===== src/rtl/dec_key_expansion.sv =====
// Iterative AES-128 key schedule for the decryption pipeline.
// One round key per clock into a flat, registered key bank.
module dec_key_expansion #(
  parameter int BLOCK_LENGTH = 128,
  parameter int NR           = 10
) (
  input  logic                             clk,
  input  logic                             rst,
  input  logic                             load,
  input  logic [BLOCK_LENGTH-1:0]          KEY,
  output logic                             busy,
  output logic                             keys_valid,
  output logic [(NR+1)*BLOCK_LENGTH-1:0]   RK_ALL
);

  typedef enum logic [1:0] {
    IDLE  = 2'd0,
    BUSY  = 2'd1,
    READY = 2'd2
  } state_e;

  localparam logic [2047:0] SBOX = {
    128'h637c777bf26b6fc53001672bfed7ab76,
    128'hca82c97dfa5947f0add4a2af9ca472c0,
    128'hb7fd9326363ff7cc34a5e5f171d83115,
    128'h04c723c31896059a071280e2eb27b275,
    128'h09832c1a1b6e5aa0523bd6b329e32f84,
    128'h53d100ed20fcb15b6acbbe394a4c58cf,
    128'hd0efaafb434d338545f9027f503c9fa8,
    128'h51a3408f929d38f5bcb6da2110fff3d2,
    128'hcd0c13ec5f974417c4a77e3d645d1973,
    128'h60814fdc222a908846eeb814de5e0bdb,
    128'he0323a0a4906245cc2d3ac629195e479,
    128'he7c8376d8dd54ea96c56f4ea657aae08,
    128'hba78252e1ca6b4c6e8dd741f4bbd8b8a,
    128'h703eb5664803f60e613557b986c11d9e,
    128'he1f8981169d98e949b1e87e9ce5528df,
    128'h8ca1890dbfe6426841992d0fb054bb16
  };

  function automatic logic [7:0] sb(input logic [7:0] b);
    sb = SBOX[{~b, 3'b000} +: 8];
  endfunction

  function automatic logic [7:0] rcon(input logic [3:0] n);
    case (n)
      4'd1:    rcon = 8'h01;
      4'd2:    rcon = 8'h02;
      4'd3:    rcon = 8'h04;
      4'd4:    rcon = 8'h08;
      4'd5:    rcon = 8'h10;
      4'd6:    rcon = 8'h20;
      4'd7:    rcon = 8'h40;
      4'd8:    rcon = 8'h80;
      4'd9:    rcon = 8'h1b;
      4'd10:   rcon = 8'h36;
      default: rcon = 8'h00;
    endcase
  endfunction

  state_e                         state_q;
  logic [3:0]                     cnt_q;
  logic                           busy_q;
  logic                           kv_q;
  logic [NR:0][BLOCK_LENGTH-1:0]  rk_q;

  logic [3:0]   prev_idx;
  logic [127:0] prev;
  logic [31:0]  w0, w1, w2, w3, t;
  logic [31:0]  n0, n1, n2, n3;
  logic [127:0] rk_d;

  // Next round key from the previous one (RotWord+SubWord+Rcon, XOR chain)
  always_comb begin
    prev_idx = cnt_q - 4'd1;
    prev     = rk_q[prev_idx];
    w0 = prev[127:96];
    w1 = prev[95:64];
    w2 = prev[63:32];
    w3 = prev[31:0];
    t  = {sb(w3[23:16]), sb(w3[15:8]),
          sb(w3[7:0]),   sb(w3[31:24])}
         ^ {rcon(cnt_q), 24'h0};
    n0 = w0 ^ t;
    n1 = w1 ^ n0;
    n2 = w2 ^ n1;
    n3 = w3 ^ n2;
    rk_d = {n0, n1, n2, n3};
  end

  // Control FSM and key bank; all outputs registered
  always_ff @(posedge clk or negedge rst) begin
    if (!rst) begin
      state_q <= IDLE;
      cnt_q   <= 4'd0;
      busy_q  <= 1'b0;
      kv_q    <= 1'b0;
      rk_q    <= '0;
    end else begin
      case (state_q)
        IDLE, READY: begin
          if (load) begin
            rk_q[0] <= KEY;
            cnt_q   <= 4'd1;
            state_q <= BUSY;
            busy_q  <= 1'b1;
            kv_q    <= 1'b0;
          end
        end
        BUSY: begin
          rk_q[cnt_q] <= rk_d;
          cnt_q       <= cnt_q + 4'd1;
          if (cnt_q == 4'(NR)) begin
            state_q <= READY;
            busy_q  <= 1'b0;
            kv_q    <= 1'b1;
          end
        end
        default: begin
          state_q <= IDLE;
          cnt_q   <= 4'd0;
          busy_q  <= 1'b0;
          kv_q    <= 1'b0;
        end
      endcase
    end
  end

  assign busy       = busy_q;
  assign keys_valid = kv_q;
  assign RK_ALL     = rk_q;

endmodule


===== config.mk =====
export PLATFORM = sky130hd
export DESIGN_NAME = dec_key_expansion
export DESIGN_NICKNAME = d
export VERILOG_FILES = /design/src/rtl/dec_key_expansion.sv
export SDC_FILE = /design/constraint.sdc
export NUM_CORES = 2
export LEC_CHECK = 0
export ABC_CLOCK_PERIOD_IN_PS = 7650
export CAP_MARGIN = 20
export CORE_AREA = 2 2 603 605
export DETAILED_ROUTE_END_ITERATION = 10
export DIE_AREA = 0 0 605 607
export SETUP_SLACK_MARGIN = 0.02
export SLEW_MARGIN = 20
export SYNTH_ARGS = -nofsm -noshare
export SYNTH_HDL_FRONTEND = slang
export SYNTH_SLANG_ARGS = --single-unit

===== constraint.sdc =====
create_clock -name clk -period 7.65 [get_ports clk]
set_clock_uncertainty 0.05 [all_clocks]
set_input_delay 1.53 -clock clk [delete_from_list [all_inputs] [get_ports clk]]
set_output_delay 1.53 -clock clk [all_outputs]
set_load 0.01 [all_outputs]

==> impl_metrics.csv <==
group,metric,value,unit
yosys,ys_async_sr_fraction,1.00,
clock_tree,htreeDepth,4,
setup_path,slowest_delay,0.90,ns
job,drv_cap,0,
setup_path,crit_slowest_cell,"xor2_4",
yosys,synthXorXnorAreaFrac,0.0231,
yosys,synth_area,78500,um^2
timing,max_clock_freq,0.135,GHz
timing,setup_viol,0,
yosys,synth-compound-area-share,0.225,
clock_tree,cts_root_buf,"clkbuf_16",
clock_tree,clock_latency,0.90,ns
setup_path,cp-startpoint,"cnt_q[1]$_DFFE_PN0P_",
grt,overflow,0,
yosys,ys_seq_area_frac,0.451,
status,status,"finished, violations left",
grt,grt_usage,0.300,
route,drt_iter0_markers,10200,
setup_path,crit_arrival,8.09,ns
timing,rsz0062_at_grt,"no",
yosys,synthAdderAreaFrac,0.0100,
route,drt-total-wl,572,mm
timing,worstMarginPinSlew,1.56,ns
timing,drv_slew,47,
setup_path,cpMostUsedCell,"buf_4",
yosys,synth_cell_type_count,113,
route,wl_per_cell,38.4,um
clock_tree,path_clk_slew,0.06,ns
floorplanning,start_util,0.218,
clock_tree,cts_buffers,172,
route,vias_per_cell,5.40,
floorplanning,ios,1541,
floorplanning,fp.dieH,607,um
timing,hold_viol_final,0,
yosys,synth_top_family_by_area,"compound AO/OA/AOI/OAI gates",
setup_path,critPathCaptureType,"flip-flop",
yosys,synth_fp_nets,8794,
route,route.detailed.drc,0,
cells_and_area,layout.cells.non_filler,14900,
grt,grt_max_degree,162,
timing,tns,0,ns
clock_tree,clockBufferDepth,4,
yosys,ys_seq_elements,1415,
timing,post-route-period-util,0.971,
setup_path,path_cells,"inv_1 -> ha_1 -> xor2_4 -> buf_4 -> buf_4 -> nand3_1 -> nand2_1 -> buf_12 -> nand2_1 -> nand2_1 -> a221oi_1 -> a2111oi_0 -> o32ai_1 -> nor3_1 -> buf_4 -> xor2_4 -> buf_4 -> xnor2_1 -> buf_4 -> o21ai_0",
yosys,synth.area.mux_share,0.0961,
timing,max_slew_margin,-0.0374,
grt,antenna_found_initial,51,
placement,io_buffers,1540,
grt,grt_pass1_vias,76200,
cells_and_area,register_area,35400,um^2
route,drtAntennaViolNets,0,
yosys,synthesis.instances,8600,
yosys,synth_top_flop_cell,"dfrtp_1",
placement,dpl.cell_count,14500,
timing,period_needed,7.43,ns
floorplanning,core_area,361000,um^2
clock_tree,cts_tree,"built",
cells_and_area,layout-drive-gt1-share,0.137,
yosys,avgSynthCellArea,9.13,um^2
cells_and_area,syn2layout_area_growth,37.2,%
cells_and_area,n_fill_cell,37700,
worst_hold_path,hold_class,"flip-flop to flip-flop",
setup_path,crit_path_max_fanout,65,
clock_tree,post_cts_buffers,0,
status,violations,"max-slew violations",
yosys,yosysWarnings,0,
yosys,synthSimpleGateAreaFrac,0.139,
setup_path,crit_type,"flip-flop to flip-flop",
placement,globalplace.congestion,1.01,
yosys,synth-edff-count,0,
floorplanning,rows,221,
route,drt_pass1_iterations,8,
setup_path,rr_startpoint,"cnt_q[1]$_DFFE_PN0P_",
grt,grt_pass1_wl,750,mm
cells_and_area,multi_input_area,40300,um^2
floorplanning,dieArea,367000,um^2
clock_tree,cts.sinks,1415,
placement,hpwl,437,mm
cells_and_area,nets,10100,
worst_hold_path,worst_hold_startpoint,"RK_ALL[1374]$_DFFE_PN0P_",
setup_path,start_kind,"flip-flop",
floorplanning,die_width,605,um
setup_path,worstPathRequired,8.31,ns
route,dr_total_vias,80300,
-- flip-flops by register name, summed over array words and instances, names as in the netlist --
| signal | flops |
|---|---|
| busy | 1 |
| state_q | 2 |
| RK_ALL | 1408 |
| cnt_q | 4 |
-- final cells by class --
type,count,share of cell area
inverters,39,0.00143
flip-flops and latches,1415,0.329
clock inverters,66,0.00797
repair buffers,2050,0.185
multi-input cells,6229,0.374
well taps,4794,0.0557
clock buffers,245,0.0465
diodes,33,0.000767
-- logic make-up after synthesis --
family	Yosys count
DFF	1415
AOI/OAI and AO/OA	2884
buffers and inverters	956
and+or+nand+nor	2652
xor gates and xnor gates	200
muxes	430
adders and majority gates	63
-- through the flow --
step	area, um^2	hold WS, ns	utilization	worst slack, ns
final	108000	0.448	0.298	0.219
after global routing	108000	0.467	0.298	0.0680
after CTS	108000	0.448	0.298	0.0904
after detailed placement	102000	0.433	0.282	0.181
after global placement	101000	0.428	0.281	-0.276
after floorplan	78500	0.478	-	0.561
-- synth_stat cells (all sizes together) (30+ instances only) --
| cell | instances | share of area |
|---|---|---|
| inv | 38 | 0.0018 |
| mux2i | 107 | 0.014 |
| nor2 | 317 | 0.015 |
| o211ai | 125 | 0.012 |
| nor3 | 160 | 0.010 |
| o21ai | 1596 | 0.10 |
| o221ai | 30 | 0.0034 |
| nand3 | 158 | 0.010 |
| nand2 | 1848 | 0.088 |
| a22oi | 137 | 0.013 |
| buf | 324 | 0.025 |
| mux2 | 71 | 0.010 |
| a221oi | 75 | 0.0084 |
| mux4 | 252 | 0.072 |
| a21oi | 301 | 0.019 |
| xnor2 | 130 | 0.015 |
| dfrtp | 1415 | 0.45 |
| a211oi | 82 | 0.0081 |
| o31ai | 49 | 0.0051 |
| a31oi | 102 | 0.0084 |
| nand4 | 32 | 0.0025 |
| o311ai | 52 | 0.0058 |
| ha | 63 | 0.010 |
| clkbuf | 593 | 0.028 |
| xor2 | 70 | 0.0080 |
| a311oi | 65 | 0.0073 |
-- final timing paths --
check / cells past startpoint / slack, ns / endpoint
worst max-delay path: 20 / 0.22 / RK_ALL[1355]$_DFFE_PN0P_
worst min-delay path: 2 / 0.45 / RK_ALL[1374]$_DFFE_PN0P_
worst max register to register: 20 / 0.22 / RK_ALL[1355]$_DFFE_PN0P_
worst min register to register: 2 / 0.45 / RK_ALL[1374]$_DFFE_PN0P_
max in group asynchronous: 3 / 5.09 / RK_ALL[29]$_DFFE_PN0P_
min in group asynchronous: 1 / 0.52 / RK_ALL[815]$_DFFE_PN0P_
-- cell usage in the layout, fill, tap and decap left out, types with 33 or more instances in the layout --
master / count
o211ai_1: 125
xnor2_2: 35
nor3_1: 152
buf_12: 42
xnor2_1: 87
a211oi_1: 80
mux2_2: 71
o21ai_2: 48
clkdlybuf4s50_1: 1537
clkbuf_16: 174
o21ai_1: 48
a22oi_1: 137
mux2i_1: 105
a31oi_1: 86
diode_2: 33
mux4_2: 252
nand2_1: 1836
o21ai_0: 1498
a311oi_1: 65
a21oi_1: 297
ha_1: 62
dfrtp_1: 1414
clkbuf_8: 39
buf_4: 460
o311ai_0: 48
nor2_1: 303
a221oi_1: 75
nand3_1: 155
-- critical path: cells and delay by family, from the launching register on --
kind,cells,cell delay (ns)
compound gates,4,0.97
xor+xnor,3,1.23
fa+ha+maj,1,0.32
buf+inv,7,1.84
flops,1,0.62
simple gates,5,2.11
-- metal layers --
metal	wire length [um]	vias to the layer above	global-route usage	share of wire
met1	220000	40900	0.367	0.39
li1	-	33700	-	-
met4	41100	16	0.182	0.072
met3	56800	978	0.0912	0.099
met2	253000	4744	0.463	0.44
met5	106	-	0	0.00019
-- what timing repair did --
item | CTS | global route
endpoints found under the setup margin | 0 | 35
endpoints found under the hold margin | 0 | 0
resized for setup | 0 | 4
hold buffers | 0 | 0
Power is left out: the tool's default activity adds up to more than one toggle a clock period on the data nets, which glitch-free logic cannot reach.
